[config.mk]
export PLATFORM = sky130hd
export DESIGN_NAME = dmem_arbiter
export DESIGN_NICKNAME = d
export VERILOG_FILES = /design/src/rtl/dmem_arbiter_pkg.sv /design/src/rtl/dmem_arb_pick.sv /design/src/rtl/dmem_arbiter.sv
export SDC_FILE = /design/constraint.sdc
export NUM_CORES = 1
export LEC_CHECK = 0
export ABC_AREA = 1
export CAP_MARGIN = 15
export CORE_AREA = 2 2 116 118
export DETAILED_ROUTE_END_ITERATION = 8
export DIE_AREA = 0 0 118 120
export PLACE_DENSITY = 0.87
export SLEW_MARGIN = 20
export SYNTH_ARGS = -nofsm -noshare
export SYNTH_HDL_FRONTEND = slang
export SYNTH_SLANG_ARGS = --single-unit
[constraint.sdc]
create_clock -name clk -period 3.3 [get_ports clk]
set_input_delay 0.66 -clock clk [delete_from_list [all_inputs] [get_ports clk]]
set_output_delay 0.66 -clock clk [all_outputs]
set_load 0.05 [all_outputs]
[src/rtl/dmem_arbiter_pkg.sv]
// Shared definitions for the data-memory arbiter: FSM state encoding and
// requester port ids.
package dmem_arbiter_pkg;

  typedef enum logic [1:0] {
    ST_IDLE  = 2'd0,
    ST_ISSUE = 2'd1,
    ST_RESP  = 2'd2
  } state_t;

  localparam logic PORT_CPU = 1'b0;
  localparam logic PORT_DBG = 1'b1;

endpackage

[src/rtl/dmem_arb_pick.sv]
// Winner selection for the data-memory arbiter.
// Build option DMEM_ARB_RR_EN: round-robin on conflict (keeps a one-bit
// pointer of the last issued port); undefined: port 0 always wins.
// The pointer lives here so that every trace of the option stays in this
// one module; the selection itself is purely combinational.
module dmem_arb_pick
  import dmem_arbiter_pkg::*;
(
  input  logic       clk,
  input  logic       reset,
  input  logic [1:0] req,
  input  logic       take,
  output logic       valid,
  output logic       winner
);

`ifdef DMEM_ARB_RR_EN
  logic last_r;

  // Round-robin pointer: remembers the port issued on each IDLE->ISSUE step
  always_ff @(posedge clk) begin
    if (!reset) begin
      last_r <= PORT_DBG;
    end else if (take) begin
      last_r <= winner;
    end
  end

  // On conflict the port that was not served last wins
  always_comb begin
    valid  = req[0] | req[1];
    winner = PORT_CPU;
    if (req == 2'b11) begin
      winner = ~last_r;
    end else if (req[1]) begin
      winner = PORT_DBG;
    end else begin
      winner = PORT_CPU;
    end
  end
`else
  // No pointer in fixed-priority mode, so these inputs carry no information
  logic unused_pick_s;
  assign unused_pick_s = clk ^ reset ^ take;

  // Fixed priority: the CPU port wins any conflict
  always_comb begin
    valid  = req[0] | req[1];
    winner = PORT_CPU;
    if (req[0]) begin
      winner = PORT_CPU;
    end else if (req[1]) begin
      winner = PORT_DBG;
    end else begin
      winner = PORT_CPU;
    end
  end
`endif

endmodule

[src/rtl/dmem_arbiter.sv]
// Two-port arbiter in front of the single synchronous-read data memory.
// Port 0 is the CPU load/store port, port 1 the debug/loader port.
// IDLE latches the arbitration winner, ISSUE drives the memory strobe and
// the grant, RESP returns read data. Memory-side outputs come only from
// state and latched registers, never directly from the request inputs.
// Build option DMEM_ARB_RR_EN selects round-robin arbitration (see dmem_arb_pick).
module dmem_arbiter
  import dmem_arbiter_pkg::*;
#(
  parameter int ADDR_W = 32,
  parameter int DATA_W = 32
) (
  input  logic              clk,
  input  logic              reset,
  input  logic              p0_req,
  input  logic              p0_we,
  input  logic [ADDR_W-1:0] p0_addr,
  input  logic [DATA_W-1:0] p0_wdata,
  output logic              p0_gnt,
  output logic              p0_rvalid,
  output logic [DATA_W-1:0] p0_rdata,
  input  logic              p1_req,
  input  logic              p1_we,
  input  logic [ADDR_W-1:0] p1_addr,
  input  logic [DATA_W-1:0] p1_wdata,
  output logic              p1_gnt,
  output logic              p1_rvalid,
  output logic [DATA_W-1:0] p1_rdata,
  output logic              stall,
  output logic              mem_en,
  output logic              mem_we,
  output logic [ADDR_W-3:0] mem_addr,
  output logic [DATA_W-1:0] mem_wdata,
  input  logic [DATA_W-1:0] mem_rdata
);

  state_t            state_r;
  state_t            state_nxt_s;
  logic              owner_r;
  logic              we_r;
  logic [ADDR_W-3:0] addr_r;
  logic [DATA_W-1:0] wdata_r;
  logic              pick_valid_s;
  logic              pick_winner_s;
  logic              take_s;
  logic              p0_rd_inflight_s;

  // Byte-lane bits are dropped on purpose: accesses are whole words
  logic unused_addr_lsb_s;
  assign unused_addr_lsb_s = ^{p0_addr[1:0], p1_addr[1:0]};

  assign take_s = (state_r == ST_IDLE) && pick_valid_s;

  dmem_arb_pick u_pick (
    .clk    (clk),
    .reset  (reset),
    .req    ({p1_req, p0_req}),
    .take   (take_s),
    .valid  (pick_valid_s),
    .winner (pick_winner_s)
  );

  // State register plus latch of the winning request's fields
  always_ff @(posedge clk) begin
    if (!reset) begin
      state_r <= ST_IDLE;
      owner_r <= PORT_CPU;
      we_r    <= 1'b0;
      addr_r  <= '0;
      wdata_r <= '0;
    end else begin
      state_r <= state_nxt_s;
      if (take_s) begin
        owner_r <= pick_winner_s;
        we_r    <= pick_winner_s ? p1_we : p0_we;
        addr_r  <= pick_winner_s ? p1_addr[ADDR_W-1:2] : p0_addr[ADDR_W-1:2];
        wdata_r <= pick_winner_s ? p1_wdata : p0_wdata;
      end
    end
  end

  // Next state and state-decoded strobes
  always_comb begin
    state_nxt_s = state_r;
    mem_en      = 1'b0;
    mem_we      = 1'b0;
    p0_gnt      = 1'b0;
    p1_gnt      = 1'b0;
    p0_rvalid   = 1'b0;
    p1_rvalid   = 1'b0;
    case (state_r)
      ST_IDLE: begin
        if (pick_valid_s) begin
          state_nxt_s = ST_ISSUE;
        end else begin
          state_nxt_s = ST_IDLE;
        end
      end
      ST_ISSUE: begin
        mem_en = 1'b1;
        mem_we = we_r;
        p0_gnt = (owner_r == PORT_CPU);
        p1_gnt = (owner_r == PORT_DBG);
        if (we_r) begin
          state_nxt_s = ST_IDLE;
        end else begin
          state_nxt_s = ST_RESP;
        end
      end
      ST_RESP: begin
        p0_rvalid   = (owner_r == PORT_CPU);
        p1_rvalid   = (owner_r == PORT_DBG);
        state_nxt_s = ST_IDLE;
      end
      default: begin
        state_nxt_s = ST_IDLE;
      end
    endcase
  end

  // CPU stall: held from request until the write grant or the read data,
  // including the ISSUE cycle of a CPU read whose req has already dropped
  always_comb begin
    p0_rd_inflight_s = (state_r == ST_ISSUE) && (owner_r == PORT_CPU) && !we_r;
    stall = reset && (p0_req || p0_rd_inflight_s) && !p0_rvalid && !(p0_gnt && we_r);
  end

  assign mem_addr  = addr_r;
  assign mem_wdata = wdata_r;
  assign p0_rdata  = mem_rdata;
  assign p1_rdata  = mem_rdata;

endmodule

* Word-level counts from Yosys, hierarchy flattened
Cells that the tools add are included.
** Operators by class
- Multiplexer cells :: 14
- Bitwise operators :: 2
- Equal/unequal tests :: 2
- Reductions and logical operators :: 12
** Operator list (count)
- $mux W32 :: 1
- $mux W30 :: 1
- $mux W1 :: 10
- $logic_and A1 B1 Y1 :: 7
- $pmux W2 S2 :: 1
- $logic_not A1 Y1 :: 3
- $eq A2 B1 Y1 const B :: 1
- $eq A2 B2 Y1 const B :: 1
- $logic_not A2 Y1 :: 1
- $mux W2 :: 1
- $logic_or A1 B1 Y1 :: 1
- $not A1 Y1 :: 1
- $or A1 B1 Y1 :: 1
** Storage, ports and cells
- Output and inout bits :: 133
- Logic and storage cells :: 35
- Flip-flop bits (word level) :: 66

* Logic depth before layout (Yosys ltp)
- Depth after elaboration :: 7
- Gate-level depth with buffers :: 9
- Depth with buffers taken out :: 6

* By module
A second synthesis with hierarchy kept.
** Second synthesis, totals
- Cell total of the unflattened synthesis :: 700
- Area total of the unflattened synthesis :: 4151.5 um2
** By module, submodules not included
- dmem_arbiter :: sequential area each 1321.3 um2, times used 1, cells each 696, area an instance 4136.5 um2
- dmem_arb_pick :: sequential area each 0.0 um2, times used 1, cells each 4, area an instance 15.0 um2

* Worst setup path after synthesis
No wires, ideal clock.
- Path type :: flip-flop to output port
- Start point :: reg state_r[0]
- End point :: out stall
- Arrival :: 2109 ps
- Setup slack :: 531 ps
- Stages on the path, launching flop included :: 7
- Required time :: 2640 ps
- Cell sequence :: dfxtp_1 -> inv_1 -> nor2_1 -> nand2_1 -> nand2_1 -> nand2_1 -> nor2_1
** On the way
- Cells in the longest elaborated chain, start to end :: 7
** RTL lines
- start, declared :: line dmem_arbiter.sv:37 : state_t state_r;
- start signal, assigned :: line dmem_arbiter.sv:72 : state_r <= state_nxt_s;
- $eq A2 B1 Y1 :: line dmem_arbiter.sv:91, dmem_arbiter.sv:124
- $logic_and A1 B1 Y1 (2 in a row) :: line dmem_arbiter.sv:124 : p0_rd_inflight_s = (state_r == ST_ISSUE) && (owner_r == PORT_CPU) && !we_r;
- $logic_or A1 B1 Y1 :: line dmem_arbiter.sv:125 : stall = reset && (p0_req || p0_rd_inflight_s) && !p0_rvalid && !(p0_gnt && we_r);
- $logic_and A1 B1 Y1 (2 in a row) :: line dmem_arbiter.sv:125
- $logic_and A1 B1 Y1 * :: line dmem_arbiter.sv:125
- end, declared :: line dmem_arbiter.sv:29 : output logic stall,
Mark *: on every way between the ends. The rest lies on a longest branch, timed or not.

* Worst setup path after layout
- Start point :: reg state_r[0]
- End point :: out p1_gnt
** On the way
- Cells in the longest elaborated chain, start to end :: 2
** RTL lines
- $eq A2 B1 Y1 :: line dmem_arbiter.sv:91 : case (state_r)
- $mux W1 :: line dmem_arbiter.sv:91
- end, declared :: line dmem_arbiter.sv:26 : output logic p1_gnt,
No other way between the ends.

==> flow_summary.yaml <==
timing:
  final_max_slew_viol_count: 0
  finalWorstSetupSlack_ns: 0.417
  final.setup.tns_ns: 0
  fmax_ghz: 0.347
  clock_skew_ns: 0.00367
  fin_crit_ns: 2.88
  relSlewSlack_pct: 47.7
  finalHoldViolations: 0
  setup_viol: 0
  worst_slew_pin_slew_ns: 0.782
  rsz0062_at_grt: "false"
  finalCritPeriodShare_pct: 87.4
clock_network:
  hold_buffers: 0
  cts_tree: "yes"
  cts.sinks: 66
  cts_buffers: 9
  cts.reportedPaths.clkPinSlew_ns: 0.05
  clock_latency_ns: 0.33
  cts.htree.levels: 3
  post_cts_buffers: 0
  cts_resized: 0
  clock_tree.root_cell: "clkbuf_16"
  cts_buffer_depth: 2
logic_synthesis:
  syn_nets: 931
  synthTopCellsByArea: "dfxtp_1, nand2_1, nor2_1"
  syn_avg_cell_area_um2: 5.69
  yosys_warnings: 0
  ys_ff_latch: 66
  synth_area_mm2: 0.00435
  synth_top_area_share_pct: 30.3
  syn_inst: 765
  yosysTopAreaCell: "dfxtp_1"
  yosysSeqAreaShare_pct: 30.3
  yosysUniqueCellTypes: 16
finish:
  nets: 1045
  utilization_pct: 47.5
  n_antenna_cell: 0
  syn_to_final_growth_pct: 41.7
  num-fill-cells: 1314
  layout-drive-gt1-share_pct: 3.29
  instances_no_fill: 1058
placement:
  io_buffer_count: 198
  post-place-ws_ns: 0.763
  gp_congestion: 0.794
  dp_hpwl_mm: 9.06
  place_inst: 1044
drt:
  vias_per_cell: 4.29
  postRouteAntennaNets: 0
  dr_total_vias: 4537
  drc: 0
  wl_per_cell_um: 12.2
  routed_wl_mm: 12.9
  first_iter_violations: 286
  drt_pass1_iterations: 5
grt:
  grt-ovfl-total: 0
  grtUsageTotal_pct: 18.0
  grt_pass1_vias: 4077
  grt_pass1_wl_mm: 20.1
  grt_max_degree: 66
  antenna_found_initial: 0
setup_path:
  crit_required_ns: 2.64
  crit_type: "register to output port"
  crit_chain: "inv_1 -> nor2_1 -> inv_1 -> nor2_1 -> clkdlybuf4s50_1"
  critPathMaxStageDelay_ns: 0.88
  critPathMaxFanout: 3
  cp.arrival_ns: 2.22
  endpoint_kind: "output port"
  crit_path_top_delay_cell: "clkdlybuf4s50_1"
  start_kind: "register"
pwr:
  leakage_nw: 3.17
  powerDensity_mw_per_mm2: 468
  ir_drop_mv: 0.226
min_path:
  hold_class: "register to register"
die:
  placeableCoreArea_mm2: 0.0130
  row_count: 42
  die_w_um: 118
  die_h_um: 120
  fp.dieArea_mm2: 0.0142
  io_pins: 299
  start_util_pct: 33.5
status:
  status: "finished clean"
run:
  maxCapViolCount: 0
-- registers in the layout (all words and copies together) (netlist names) --
signal / count
we_r: 1
mem_addr: 30
mem_wdata: 32
owner_r: 1
state_r: 2
-- cell usage in the layout (no fill, tap or decap), types with 2 or more instances in the layout --
| cell | n |
|---|---|
| inv_1 | 133 |
| buf_2 | 2 |
| nand3_1 | 64 |
| clkbuf_16 | 9 |
| buf_4 | 9 |
| nor2_1 | 195 |
| dfxtp_1 | 66 |
| clkinv_2 | 2 |
| nand2_1 | 197 |
| clkdlybuf4s50_1 | 195 |
| nand2_2 | 2 |
-- metal layers --
metal / GRT usage (%) / wire [um] / up-vias
met5: 0 / 0 / -
met3: 5.37 / 1050 / 40
met2: 30.2 / 6030 / 194
met1: 20.4 / 5410 / 1944
li1: - / - / 2359
met4: 9.71 / 435 / 0
-- cell type report --
type / count / area, um^2 / share of cell area, %
inverters: 134 / 503 / 8.15
flip-flops and latches: 66 / 1320 / 21.4
clock inverters: 3 / 17.5 / 0.284
repair buffers: 206 / 2030 / 32.9
multi-input cells: 462 / 1840 / 29.8
clock buffers: 11 / 243 / 3.93
well taps: 176 / 220 / 3.57
-- where the power goes --
group / switching (mW) / internal, mW
Sequential: 0.0446 / 0.890
Combinational: 0.679 / 0.420
Clock: 0.339 / 0.517
Total: 1.06 / 1.83
-- final timing paths --
check | startpoint | endpoint | slack (ns) | cells past startpoint
min reg2reg | we_r | state_r[1] | 0.42 | 1
max | state_r[0] | p1_gnt | 0.42 | 5
min | we_r | state_r[1] | 0.42 | 1
max reg2reg | state_r[0] | mem_addr[4] | 1.42 | 5
-- synth_stat cells --
| master | count |
|---|---|
| a21oi_1 | 1 |
| buf_1 | 4 |
| buf_2 | 20 |
| buf_4 | 65 |
| buf_6 | 5 |
| clkbuf_1 | 9 |
| dfxtp_1 | 66 |
| inv_1 | 133 |
| inv_2 | 1 |
| nand2_1 | 197 |
| nand2_2 | 2 |
| nand2_4 | 1 |
| nand3_1 | 64 |
| nor2_1 | 195 |
| nor2_4 | 1 |
| nor3_1 | 1 |
-- logic make-up after synthesis --
kind of cell | share of synthesized area [%]
AOI/OAI and AO/OA | 0.115
buffers and inverters | 27.5
DFF | 30.3
and+or+nand+nor | 42.1
-- worst max-delay path, delay by kind of cell, from the launching register on --
family,cells,cell delay [ns]
buffers and inverters,3,1.06
flip-flops,1,0.37
AND/OR/NAND/NOR,2,0.45
-- through the flow --
stage	power [mW]	area, um^2	hold slack (ns)
floorplan	1.86	4350	0.399
global placement	2.04	5910	0.411
detailed placement	2.05	5910	0.424
CTS	2.94	6170	0.431
global route	3.06	6170	0.446
finish	2.89	6170	0.423
(Power assumes the default switching activity.)
